===== src/rtl/can_bit_timing.sv =====
// CAN bit-timing generator: runtime prescaler, SYNC/TSEG1/TSEG2 sequencing,
// hard synchronisation and SJW-limited resynchronisation.
module can_bit_timing #(
  parameter int BRP_W   = 8,
  parameter int TSEG1_W = 5,
  parameter int TSEG2_W = 4,
  parameter int SJW_W   = 2
) (
  input  logic               clock_in_i,
  input  logic               reset_ni,
  input  logic               en_i,
  input  logic [BRP_W-1:0]   brp_i,
  input  logic [TSEG1_W-1:0] tseg1_i,
  input  logic [TSEG2_W-1:0] tseg2_i,
  input  logic [SJW_W-1:0]   sjw_i,
  input  logic               hard_sync_i,
  input  logic               rx_edge_i,
  output logic               tq_tick_o,
  output logic               sample_pulse_o,
  output logic               bit_start_o,
  output logic [1:0]         seg_o,
  output logic               cfg_err_o
);
  localparam logic [1:0] IDLE  = 2'd0;
  localparam logic [1:0] SYNC  = 2'd1;
  localparam logic [1:0] TSEG1 = 2'd2;
  localparam logic [1:0] TSEG2 = 2'd3;

  localparam int S1W = TSEG1_W + 1;
  localparam int XW  = TSEG2_W + 1;
  localparam int CW  = (S1W > XW) ? S1W : XW;

  logic [1:0]         seg;
  logic [BRP_W-1:0]   pre_cnt, brp_q;
  logic [CW-1:0]      seg_cnt;
  logic [TSEG1_W-1:0] tseg1_q;
  logic [TSEG2_W-1:0] tseg2_q;
  logic [SJW_W-1:0]   sjw_q;
  logic [XW-1:0]      ext, shrink;
  logic               resynced, skip, bit_start, cfg_err;

  logic               running, tick, cfg_ok, edge_ok, late_edge;
  logic [CW-1:0]      sjw1, e_cnt, ext_new;
  logic [XW-1:0]      ext_eff, shrink_eff;
  logic               skip_eff;
  logic [S1W-1:0]     t1_end;
  logic [XW-1:0]      t2_end;
  logic               t1_done, t2_done;

  assign running = (seg != IDLE);
  assign tick    = running && (pre_cnt == brp_q);
  assign cfg_ok  = 32'(sjw_i) <= 32'(tseg2_i);

  // Hard sync takes priority, so a coincident edge is not consumed.
  assign edge_ok = rx_edge_i && running && !resynced && !hard_sync_i;

  assign sjw1    = CW'(sjw_q) + 1'b1;
  assign e_cnt   = seg_cnt + 1'b1;
  assign ext_new = (e_cnt < sjw1) ? e_cnt : sjw1;

  // Phase error in TSEG2 no larger than SJW: the edge tq becomes the new SYNC.
  assign late_edge = (32'(seg_cnt) + 32'(sjw_q)) >= 32'(tseg2_q);

  // Resync results are applied in the same clock so an edge on a tick
  // already moves that tick's segment boundary.
  assign ext_eff    = (edge_ok && seg == TSEG1) ? XW'(ext_new) : ext;
  assign shrink_eff = (edge_ok && seg == TSEG2 && !late_edge) ? XW'(sjw1) : shrink;
  assign skip_eff   = skip || (edge_ok && seg == TSEG2 && late_edge);

  assign t1_end  = S1W'(tseg1_q) + S1W'(ext_eff);
  assign t2_end  = XW'(tseg2_q) - shrink_eff;
  assign t1_done = tick && (seg == TSEG1) && (seg_cnt == CW'(t1_end));
  assign t2_done = tick && (seg == TSEG2) && (skip_eff || seg_cnt == CW'(t2_end));

  always_ff @(posedge clock_in_i or negedge reset_ni) begin
    if (!reset_ni) begin
      seg       <= IDLE;
      pre_cnt   <= '0;
      seg_cnt   <= '0;
      brp_q     <= '0;
      tseg1_q   <= '0;
      tseg2_q   <= '0;
      sjw_q     <= '0;
      ext       <= '0;
      shrink    <= '0;
      resynced  <= 1'b0;
      skip      <= 1'b0;
      bit_start <= 1'b0;
      cfg_err   <= 1'b0;
    end else begin
      bit_start <= 1'b0;
      if (!en_i) begin
        seg      <= IDLE;
        pre_cnt  <= '0;
        seg_cnt  <= '0;
        ext      <= '0;
        shrink   <= '0;
        resynced <= 1'b0;
        skip     <= 1'b0;
        cfg_err  <= 1'b0;
      end else if (!running || hard_sync_i) begin
        // Start-up and hard sync share the config latch and counter clear.
        pre_cnt  <= '0;
        seg_cnt  <= '0;
        ext      <= '0;
        shrink   <= '0;
        resynced <= 1'b0;
        skip     <= 1'b0;
        cfg_err  <= !cfg_ok;
        if (cfg_ok) begin
          brp_q     <= brp_i;
          tseg1_q   <= tseg1_i;
          tseg2_q   <= tseg2_i;
          sjw_q     <= sjw_i;
          seg       <= running ? TSEG1 : SYNC;
          bit_start <= 1'b1;
        end else begin
          seg <= IDLE;
        end
      end else begin
        pre_cnt <= tick ? '0 : pre_cnt + 1'b1;
        if (edge_ok) resynced <= 1'b1;
        ext    <= ext_eff;
        shrink <= shrink_eff;
        skip   <= skip_eff;
        if (tick) begin
          seg_cnt <= seg_cnt + 1'b1;
          case (seg)
            SYNC: begin
              seg     <= TSEG1;
              seg_cnt <= '0;
            end
            TSEG1: if (t1_done) begin
              seg     <= TSEG2;
              seg_cnt <= '0;
            end
            TSEG2: if (t2_done) begin
              seg       <= skip_eff ? TSEG1 : SYNC;
              seg_cnt   <= '0;
              bit_start <= 1'b1;
              resynced  <= 1'b0;
              ext       <= '0;
              shrink    <= '0;
              skip      <= 1'b0;
            end
            default: ;
          endcase
        end
      end
    end
  end

  assign tq_tick_o      = tick;
  assign sample_pulse_o = t1_done;
  assign bit_start_o    = bit_start;
  assign seg_o          = seg;
  assign cfg_err_o      = cfg_err;
endmodule


===== config.mk =====
export PLATFORM = sky130hd
export DESIGN_NAME = can_bit_timing
export DESIGN_NICKNAME = d
export VERILOG_FILES = /design/src/rtl/can_bit_timing.sv
export SDC_FILE = /design/constraint.sdc
export NUM_CORES = 1
export LEC_CHECK = 0
export BUFFER_PORTS_ARGS = -buffer_cell sky130_fd_sc_hd__buf_4
export CAP_MARGIN = 20
export CORE_ASPECT_RATIO = 1.2
export CORE_MARGIN = 1
export CORE_UTILIZATION = 47
export DETAILED_ROUTE_END_ITERATION = 6
export MAX_ROUTING_LAYER = met4
export PLACE_DENSITY = 0.68
export REMOVE_ABC_BUFFERS = 1
export SLEW_MARGIN = 20
export SYNTH_ARGS = -nofsm -noshare
export SYNTH_HDL_FRONTEND = slang
export SYNTH_SLANG_ARGS = --single-unit

===== constraint.sdc =====
create_clock -name clock_in_i -period 5.3 [get_ports clock_in_i]
set_clock_uncertainty 0.1 [all_clocks]
set_input_delay 0.53 -clock clock_in_i [delete_from_list [all_inputs] [get_ports clock_in_i]]
set_output_delay 0.53 -clock clock_in_i [all_outputs]
set_load 0.005 [all_outputs]

==> impl_metrics.env <==
export IMPL_drt_iter0_markers=101
export IMPL_clockBufferDepth=2
export IMPL_crit_type="flip-flop to flip-flop"
export IMPL_slew_headroom=0.574
export IMPL_ir_drop_v=0.000181
export IMPL_htreeDepth=2
export IMPL_grt_pass1_vias=2442
export IMPL_viasPerCell=5.51
export IMPL_comb_power_share=0.251
export IMPL_synth_seq_cells=49
export IMPL_netSwitchingFraction=0.312
export IMPL_dpl_hpwl_um=4760
export IMPL_vias=2408
export IMPL_dp_cells=427
export IMPL_dieArea_mm2=0.00698
export IMPL_start_util=0.485
export IMPL_die_w_um=76.4
export IMPL_yosys_warnings=0
export IMPL_grt_pass1_wl_um=11300
export IMPL_numPortBuffers=29
export IMPL_root_buffer="clkbuf_8"
export IMPL_pwr_share_seq=0.488
export IMPL_utilization=0.550
export IMPL_critPathMaxFanout=7
export IMPL_synthDistinctLibCells=45
export IMPL_p_switching_uw=276
export IMPL_routed_wl_um=6490
export IMPL_cts_tree="done"
export IMPL_die_y_um=91.3
export IMPL_p_int_uw=608
export IMPL_min_path_type="input port to asynchronous set/reset pin"
export IMPL_clock_sinks=49
export IMPL_worst_skew_pair_late_latency_ns=0.31
export IMPL_final_cell_count_no_fill=437
export IMPL_max_freq_mhz=201
export IMPL_grt_remaining_overflow=0
export IMPL_required_ns=5.40
export IMPL_timing_final_crit_share=0.938
export IMPL_arrival_ns=5.07
export IMPL_rr_worst_depth=21
export IMPL_p_clk_frac=0.261
export IMPL_slew_viol_final=0
export IMPL_areaGrowthSynthToFinish_pct=13.5
export IMPL_cts_buffers=5
export IMPL_dr_pass1_iters=4
export IMPL_max_cap_violations=0
export IMPL_tightest_slew_ns=0.640
export IMPL_clk_pin_slew_worst_paths_ns=0.10
export IMPL_grt_max_degree=50
export IMPL_yosysSeqAreaShare=0.392
export IMPL_setup_viol=0
export IMPL_layout_drive_gt1_share=0.202
export IMPL_antenna_left=0
export IMPL_ios=30
export IMPL_synthCells=323
export IMPL_wl_per_cell_um=14.9
export IMPL_syn_avg_cell_area_um2=9.68
export IMPL_hold_viol_final=0
export IMPL_p_leak_uw=0.00168
export IMPL_coreArea_mm2=0.00645
export IMPL_gp_congestion=0.810
export IMPL_antenna_found_initial=0
export IMPL_fp_row_count=32
export IMPL_final_nets=401
export IMPL_ys_flop_type="dfrtp_1"
export IMPL_power_density_mw_per_mm2=249
export IMPL_async_flop_share=1.00
export IMPL_cts_hold_fix_buffers=0
export IMPL_status="complete, no violations"
export IMPL_fin_worst_hold_slack_ns=0.136
export IMPL_cp_end_kind="flip-flop"
export IMPL_startpoint_type="flip-flop"
export IMPL_track_usage=0.211
export IMPL_n_antenna_cell=0
export IMPL_period_minus_slack_ns=4.97
export IMPL_synth_edf_count=0
export IMPL_drc_errors=0
export IMPL_syn_area_mm2=0.00313
sequential cells by signal, indices dropped and copies added, names as in the netlist:
register / count
sjw_q: 2
seg_o: 2
tseg1_q: 5
ext: 5
shrink: 5
cfg_err_o: 1
brp_q: 8
tseg2_q: 4
bit_start_o: 1
seg_cnt: 6
resynced: 1
pre_cnt: 8
skip: 1
logic make-up (layout without fill, tap and decap cells):
kind of cell    Yosys count  count (layout)  share of synthesized area
fa+ha+maj                26              26                      0.111
xor+xnor                 29              29                     0.0857
mux                      18              18                     0.0625
compound gates           59              59                      0.120
buf+inv                  33              62                     0.0460
simple gates            109             109                      0.182
flops                    49              49                      0.392
metal layers:
metal,global-route usage,wire length (um),up-vias
met1,0.244,2800,1176
met4,0.0817,174,0
li1,-,-,1172
met3,0.0302,192,15
met2,0.366,3330,45
met5,-,0,-
power by group through the flow:
stage               logic [uW]  registers (uW)  clock network (uW)
floorplan                  156             432                   0
global placement           212             439                   0
detailed placement         218             439                   0
CTS                        219             432                 236
global route               251             437                 251
finish                     222             432                 231
cells in the final DEF (no fill, tap or decap), drive strengths merged, types with 2 or more instances in the layout:
cell,netlist,routed
a211oi,2,2
a21o,8,8
a21oi,8,8
a22oi,2,2
a31oi,4,4
and3,8,8
and3b,2,2
buf,7,32
clkbuf,4,5
dfrtp,49,49
fa,3,3
ha,23,23
inv,22,23
mux2,12,12
mux2i,6,6
nand2,24,24
nand2b,4,4
nand3,11,11
nand4b,2,2
nor2,26,26
nor2b,12,12
nor3,8,8
nor3b,4,4
nor4,4,4
o21a,4,4
o21ai,22,22
o22ai,4,4
or4,2,2
xnor2,10,10
xor2,18,18
timing repair:
action                     CTS  global route
setup endpoints to repair    6            20
pin swaps                    0             1
gates resized for setup      3             9
setup buffers                0             2
synthesized netlist by cell type (8+ instances only):
library cell | number | area share
dfrtp_1 | 49 | 0.39
nor2_1 | 26 | 0.031
nand2_1 | 24 | 0.029
ha_1 | 23 | 0.092
inv_1 | 22 | 0.026
o21ai_0 | 20 | 0.032
xor2_1 | 18 | 0.050
mux2_2 | 12 | 0.043
nor2b_1 | 12 | 0.024
nand3_1 | 11 | 0.018
xnor2_1 | 10 | 0.028
a21o_1 | 8 | 0.019
and3_1 | 8 | 0.016
metrics by stage:
| step | power [uW] | area [um2] | setup WS, ns | TNS (ns) |
|---|---|---|---|---|
| 2_1_floorplan | 588 | 3060 | 0.530 | 0 |
| 3_5_place_dp | 657 | 3400 | 0.0139 | 0 |
| 4_1_cts | 886 | 3490 | 0.0610 | 0 |
| 3_3_place_gp | 651 | 3400 | 0.138 | 0 |
| 5_1_grt | 939 | 3550 | -0.0193 | -0.0237 |
| 6_report | 884 | 3550 | 0.326 | 0 |
path summary, 6_finish.rpt:
| kind | from | endpoint | slack [ns] |
|---|---|---|---|
| worst max-delay path | seg_cnt[0] | seg_cnt[4] | 0.33 |
| worst min-delay path | reset_ni | sjw_q[1] | 0.14 |
| worst max register to register | seg_cnt[0] | seg_cnt[4] | 0.33 |
| worst min register to register | ext[4] | ext[4] | 0.41 |
| min in group clock_in_i | tseg2_i[2] | tseg2_q[2] | 0.32 |
| max in group asynchronous | reset_ni | sjw_q[0] | 4.51 |
final cells by class:
class / instances / area, um2
clock buffers: 5 / 68.8
clock inverters: 3 / 21.3
fillers: 583 / 2900
inverters: 22 / 82.6
multi-input cells: 241 / 1800
flip-flops and latches: 49 / 1230
well taps: 85 / 106
repair buffers: 32 / 240
worst max-delay path: stages (launching register included):
cell and delay [ns]:
dfrtp_2 0.44, ha_1 0.18, inv_1 0.05, fa_1 0.39, xnor2_1 0.15, ha_1 0.21, or4_1 0.46, a21oi_1 0.16
o22ai_2 0.14, nor2_2 0.17, buf_4 0.14, buf_4 0.13, a21oi_2 0.08, ha_1 0.21, inv_1 0.07, fa_1 0.42
xor2_1 0.17, nor4_1 0.29, nand4b_1 0.26, a31oi_2 0.33, o21ai_0 0.12, a21o_1 0.22
Power figures use the tool's default switching activity.
